$ cat config.mk
export PLATFORM = sky130hd
export DESIGN_NAME = banco_registradores_param
export DESIGN_NICKNAME = d
export VERILOG_FILES = /design/src/rtl/banco_registradores_param.sv
export SDC_FILE = /design/constraint.sdc
export NUM_CORES = 2
export LEC_CHECK = 0
export BUFFER_PORTS_ARGS = -buffer_cell sky130_fd_sc_hd__buf_4
export CORE_UTILIZATION = 30
export DETAILED_ROUTE_END_ITERATION = 10
export GPL_ROUTABILITY_DRIVEN = 0
export HOLD_SLACK_MARGIN = 0.05
export SLEW_MARGIN = 10
export SYNTH_ARGS = -nofsm -noshare
export SYNTH_HDL_FRONTEND = slang
export SYNTH_SLANG_ARGS = --single-unit
export TNS_END_PERCENT = 20
$ cat constraint.sdc
create_clock -name clk -period 3.3 [get_ports clk]
set_input_delay 0.66 -clock clk [delete_from_list [all_inputs] [get_ports clk]]
set_output_delay 0.66 -clock clk [all_outputs]
set_load 0.05 [all_outputs]
$ cat src/rtl/banco_registradores_param.sv
// banco_registradores_param: register file with busy-bit scoreboard, optional write forwarding and pending count
module banco_registradores_param #(
   parameter int LARGURA  = 32,
   parameter int BITS_END = 5,
   parameter int BYPASS   = 1
) (
   input  logic                clk,
   input  logic                rst_n,
   input  logic [BITS_END-1:0] rl1,
   input  logic [BITS_END-1:0] rl2,
   input  logic [BITS_END-1:0] resc,
   input  logic [LARGURA-1:0]  dado,
   input  logic                h_esc,
   input  logic [BITS_END-1:0] rres,
   input  logic                h_res,
   output logic [LARGURA-1:0]  d1,
   output logic [LARGURA-1:0]  d2,
   output logic                ocupado1,
   output logic                ocupado2,
   output logic [BITS_END:0]   pendentes,
   output logic                erro
);
   localparam int NREG = 2 ** BITS_END;
   localparam int P    = BITS_END + 1;

   logic [LARGURA-1:0] x [NREG];
   logic [NREG-1:0]    busy, busy_nxt;
   logic               wr_en, res_en, wr_clr, res_new, err_hit, byp1, byp2;

   assign wr_en   = h_esc && (resc != '0);
   assign res_en  = h_res && (rres != '0);
   assign wr_clr  = wr_en && busy[resc];
   // a reservation only adds a busy bit if the target is free, or is freed by a write in this same cycle
   assign res_new = res_en && (!busy[rres] || (wr_clr && (resc == rres)));
   assign err_hit = res_en && busy[rres] && !(wr_en && (resc == rres));
   assign byp1    = (BYPASS != 0) && wr_en && (resc == rl1);
   assign byp2    = (BYPASS != 0) && wr_en && (resc == rl2);

   // next busy vector: write clears, reservation sets afterwards so it wins on the same address
   always_comb begin
      busy_nxt = busy;
      if (wr_en) busy_nxt[resc] = 1'b0;
      if (res_en) busy_nxt[rres] = 1'b1;
      busy_nxt[0] = 1'b0;
   end

   // combinational reads with forwarding; everything forced to zero while reset is held
   always_comb begin
      d1       = !rst_n || (rl1 == '0) ? '0 : byp1 ? dado : x[rl1];
      d2       = !rst_n || (rl2 == '0) ? '0 : byp2 ? dado : x[rl2];
      ocupado1 = rst_n && busy[rl1] && !byp1;
      ocupado2 = rst_n && busy[rl2] && !byp2;
   end

   // state: register data, busy bits, incremental pending count and sticky error
   always_ff @(posedge clk or negedge rst_n) begin
      if (!rst_n) begin
         for (int i = 0; i < NREG; i++) x[i] <= '0;
         busy      <= '0;
         pendentes <= '0;
         erro      <= 1'b0;
      end else begin
         if (wr_en) x[resc] <= dado;
         busy      <= busy_nxt;
         pendentes <= pendentes + P'(res_new) - P'(wr_clr);
         erro      <= erro | err_hit;
      end
   end
endmodule

* Word-level counts from Yosys, hierarchy flattened *
Index checks and enable logic that the tools add are counted.

operators by class
  bitwise gates (word level) = 7
  muxes and demuxes = 27
  eq/ne operators = 3
  shifts and indexed selects = 0
  add/subtract/negate cells = 2
  $mul = 0
  $lt $le $gt $ge = 10
  div/mod/pow operators = 0
  reduce and logical (&&, ||, !) cells = 29

operators by type and width
  cell                number
  $bwmux 1024         1
  $mux 32             11
  $bmux 32 s5         2
  $demux 32 s5        1
  $and 32x32->32      1
  $not 32->32         1
  $or 32x32->32       1
  $lt 5x6->1 const B  4
  $bmux 1 s5          4
  $ge 6x6->1 const B  3
  $not 5->6           3
  $logic_and 1x1->1   17
  $eq 5x5->1          3
  $demux 1 s5         2
  $ge 5x1->1 const B  2
  $logic_not 5->1     2
  $reduce_bool 5->1   2
  $add 6x1->6         1
  $lt 6x1->1 const B  1
  $mux 1              6
  $sub 6x1->6         1
  $logic_not 1->1     5
  $logic_or 1x1->1    3
  $or 1x1->1          1

storage, ports and cells
  latch bits = 0
  output and inout bits = 73
  bits in registers = 1,062
  ROM bits = 0
  input bits = 56
  bits in writable memories = 0
  memories = 0
  logic and storage cells = 113

* Depth between registers and ports, before layout *
  depth after elaboration = 9
  depth in mapped cells = 16
  gate-level depth less buffers = 14

* Least setup slack after synthesis *
Ideal clock, no wire load.

  path type = in2out
  from = in rl1[0]
  to = out ocupado1
  setup slack = -286 ps
  arrival = 2,926 ps
  stages = 8
  required time = 2,640 ps
  buffers on the path = 4
  cells stage by stage = buf_2 -> buf_2 -> buf_4 -> buf_4 -> mux2i_1 -> mux4_2 -> mux2i_1 -> nor3_1

between the ends
  longest elaborated chain between the ends = 4

ends and longest elaborated chain
  item                                                                      RTL line  text
  start, declared                                                           9         input logic [BITS_END-1:0] rl1,
  $bmux 1 s5 / $eq 5x5->1 (equally long branches)                           51, 36
  $mux 1 (not written as such) / $logic_and 1x1->1 (equally long branches)  51, 36
  $logic_and 1x1->1 / $logic_not 1->1 (equally long branches)               51        ocupado1 = rst_n && busy[rl1] && !byp1;
  $logic_and 1x1->1 *                                                       51
  end, declared                                                             18        output logic ocupado1,

Mark *: on every way between the ends. The rest lies on a longest branch, timed or not. The select of a mux whose other input is x is not followed.

* Worst setup path in the final report *
  from = reg busy[7]
  to = out ocupado1

between the ends
  longest elaborated chain between the ends = 4

ends and longest elaborated chain
  item                             RTL line  text
  start, declared                  27        logic [NREG-1:0] busy, busy_nxt;
  start signal, assigned           64        busy <= busy_nxt;
  $bmux 1 s5                       51
  $mux 1 (not written as such)     51
  $logic_and 1x1->1 (2 in series)  51

No other way between the ends. The select of a mux whose other input is x is not followed.

==> summary.txt <==
Outcome
  – Status: finished with violations
  – Failing checks: setup timing

Logic synthesis
  – Seq/Total Area, Yosys: 46.0%
  – Area of the mapped netlist: 0.0578 mm²
  – Yosys warns: 0
  – Most common flop cell mapped by yosys: dfrtp_1
  – Asr flop ratio synth: 100%
  – Post-synth EDFFs: 0
  – Net count after synthesis: 3958
  – Syn Area/Cell: 14.8 µm²
  – Syn Inst Count: 3895
  – Post-synth cell types: 57
  – Register bit total from synthesis: 1062

Die
  – Initial Util: 30.3%
  – Core Area: 0.191 mm²
  – Die Width: 441 µm
  – DIE HEIGHT: 441 µm
  – # IOs: 129
  – Die area: 0.194 mm²
  – Core Rows: 160

Global routing
  – Vias in the first global route: 39.2k
  – Total track usage: 19.5%
  – Total gr overflow: 0
  – Largest net degree at the start of global routing: 169
  – Initial antenna violation count: 12
  – First-pass GRT wire length: 278000 µm

Layout
  – Layout net count: 4188
  – Fin util: 37.0%
  – Syn-to-layout area delta: 22.1%
  – Reg area: 0.0266 mm²
  – Filler cell count: 17.7k
  – Area of the multi-input gates: 0.0300 mm²
  – Commonest non-fill, non-tap cell in the layout: dfrtp_1
  – Proportion of layout cells with a drive suffix above 1: 55.2%
  – Most frequent cells in the layout: 1062 x dfrtp_1, 874 x mux2_2, 508 x mux4_2

Drt
  – First-iteration detailed-routing DRC count: 3337
  – Via count: 38.1k
  – Detailed Routing Iterations Pass 1: 6
  – Met1 WL: 78500 µm
  – Met2 wire len: 91100 µm
  – Drt drc: 0
  – Met3 WL post-DR: 12500 µm
  – Detailed Route WL: 191000 µm
  – Top layer in use: met5
  – DRT antenna net count: 0
  – Via/cell ratio: 5.65
  – DR WL/cell: 28.3 µm

STA
  – Final worst path period share: 104%
  – Clock skew: 0.0249 ns
  – Fin crit period: 3.42 ns
  – Max Freq: 0.292 GHz
  – Worst Tran Pin Value: 1.05 ns
  – Worst setup margin: -0.122 ns
  – Final Hold Fails: 0
  – Setup violators final: 27
  – Setup repair after global routing missed its margin: true
  – Max-slew headroom: 30.2%
  – Final Max Tran Viols: 0

Place
  – Hpwl dp: 116000 µm
  – IO Port Bufs: 128

Power and ir drop
  – Peak supply drop: 435 µV
  – Design Power: 0.0412 W
  – Static Leakage: 30.2 nW
  – Pwr dens: 584 mW/mm²

Setup path
  – RR Endpoint: pendentes[4]$_DFF_PN0_
  – Crit path kind: reg -> out
  – Crit path from: busy[7]$_DFF_PN0_
  – R2r startpoint: busy[7]$_DFF_PN0_
  – FF-to-FF setup slack: 0.14 ns
  – WP data arrival: 2.76 ns
  – Worst path cell trace: buf_6, mux4_2, mux4_2, mux2i_4, nor3_4, buf_6
  – CP endpoint: ocupado1
  – Crit-path slowest cell: mux4_2
  – Number of cells on the critical path: 6
  – Delay-heaviest family, CP: multiplexers
  – Crit path required time: 2.64 ns
  – Critical path peak fanout: 4
  – CP endpoint kind: output port
  – FF-to-FF path depth: 15
  – CP startpoint kind: register
  – Worst Path Buf+Inv: 2
  – Max stage delay on crit path: 0.51 ns

Clocking
  – CTS root buf: clkbuf_16
  – CTS tree: done
  – H-tree depth: 3
  – Maximum clock path buffer count: 3
  – Clock Sinks: 1062
  – Worst skew pair latency: 0.78 ns
  – CTS buffer count: 113
  – Clk slew on worst S/H paths: 0.07 ns

Worst hold path
  – Hold/Removal Path Class: in -> async

Flow run
  – Max-Cap Viols: 0
## layout make-up
type	instances	area share (%)
antenna	10	0.0355
clock buffer	164	4.81
clock inverter	46	1.08
multi-input combinational	2367	42.5
timing repair buffer	564	9.39
inverter	17	0.0904
tap	2511	4.45
sequential	1062	37.7
## worst reg2reg max path: stages, from the launching register on
cell and delay, ns:
dfrtp_1 0.39, buf_4 0.14, mux4_2 0.45, a22o_1 0.24, a221oi_2 0.20, o21ai_2 0.13, and2_1 0.16, ha_1 0.29
inv_2 0.06, ha_2 0.17, inv_1 0.06, fa_2 0.36, inv_1 0.06, a21o_1 0.11, a21oi_1 0.07, xnor2_1 0.13
## sequential cells by signal, summed over array words and instances (netlist names)
name and count:
x 1024, erro 1, pendentes 6, busy 31
## per-stage QoR
step | setup slack (ns) | setup TNS [ns] | cell area, µm² | hold slack, ns | instances
after floorplan | -0.0214 | -0.403 | 57800 | 0.364 | 3895
after global placement | -0.541 | -15.15 | 64100 | 0.381 | 6447
after detailed placement | -0.442 | -14.91 | 64100 | 0.388 | 6447
after CTS | -0.166 | -3.79 | 69600 | 0.169 | 6695
after global routing | -0.143 | -2.76 | 70600 | 0.236 | 6740
final | -0.122 | -1.27 | 70600 | 0.200 | 6741
## power by group
group,internal [W],switching [W]
logic,0.00559,0.00408
clock network,0.00840,0.00573
registers,0.0156,0.00186
## Yosys cell counts, types with 8 or more instances
library cell	count	share of area (%)
dfrtp_1	1062	46
mux2_2	874	17
mux4_2	508	20
clkbuf_1	237	1.5
mux2i_1	204	3.5
buf_2	135	1.2
mux2_1	121	2.4
a22oi_1	96	1.2
a21oi_1	69	0.60
a221oi_1	66	1.0
nand2_1	62	0.40
o21ai_0	58	0.50
buf_1	43	0.28
nand3_1	38	0.33
nor2b_1	38	0.41
o21bai_1	33	0.43
a211oi_1	32	0.42
a221o_1	32	0.55
nor2_1	26	0.17
buf_4	18	0.23
inv_1	17	0.11
buf_6	16	0.31
xnor2_1	13	0.20
a22o_1	12	0.18
nor3_1	8	0.069
## per-layer routing
layer / vias up / global-route usage [%]
li1: 15700 / -
met1: 20700 / 25.7
met2: 1334 / 31.1
met3: 360 / 3.34
met4: 2 / 9.04
met5: - / 0
## cell families (layout without fill, tap and decap cells)
| group | after synthesis | after routing | synth area share, % |
|---|---|---|---|
| compound gates | 424 | 424 | 5.30 |
| buf+inv | 466 | 791 | 3.64 |
| other cells | 0 | 10 | 0 |
| mux | 1707 | 1707 | 42.7 |
| xor+xnor | 20 | 20 | 0.303 |
| fa+ha+maj | 7 | 7 | 0.165 |
| flops | 1062 | 1062 | 46.0 |
| simple gates | 209 | 209 | 1.86 |
## worst min path at each step
stage / start / endpoint
6_report: rst_n / busy[28]$_DFF_PN0_
2_1_floorplan: rst_n / busy[10]$_DFF_PN0_
3_5_place_dp: x[1001]$_DFFE_PN0P_ / x[1001]$_DFFE_PN0P_
5_1_grt: rst_n / busy[28]$_DFF_PN0_
4_1_cts: rst_n / busy[28]$_DFF_PN0_
3_3_place_gp: x[995]$_DFFE_PN0P_ / x[995]$_DFFE_PN0P_
## what timing repair did
| action | CTS | global route |
|---|---|---|
| resized for setup | 176 | 127 |
| setup buffers | 31 | 30 |
| pin swaps | 46 | 50 |
| hold buffers | 0 | 0 |
| setup endpoints to repair | 66 | 69 |
| gates cloned | 12 | 8 |
No activity file was read; power rests on OpenSTA's default activity.
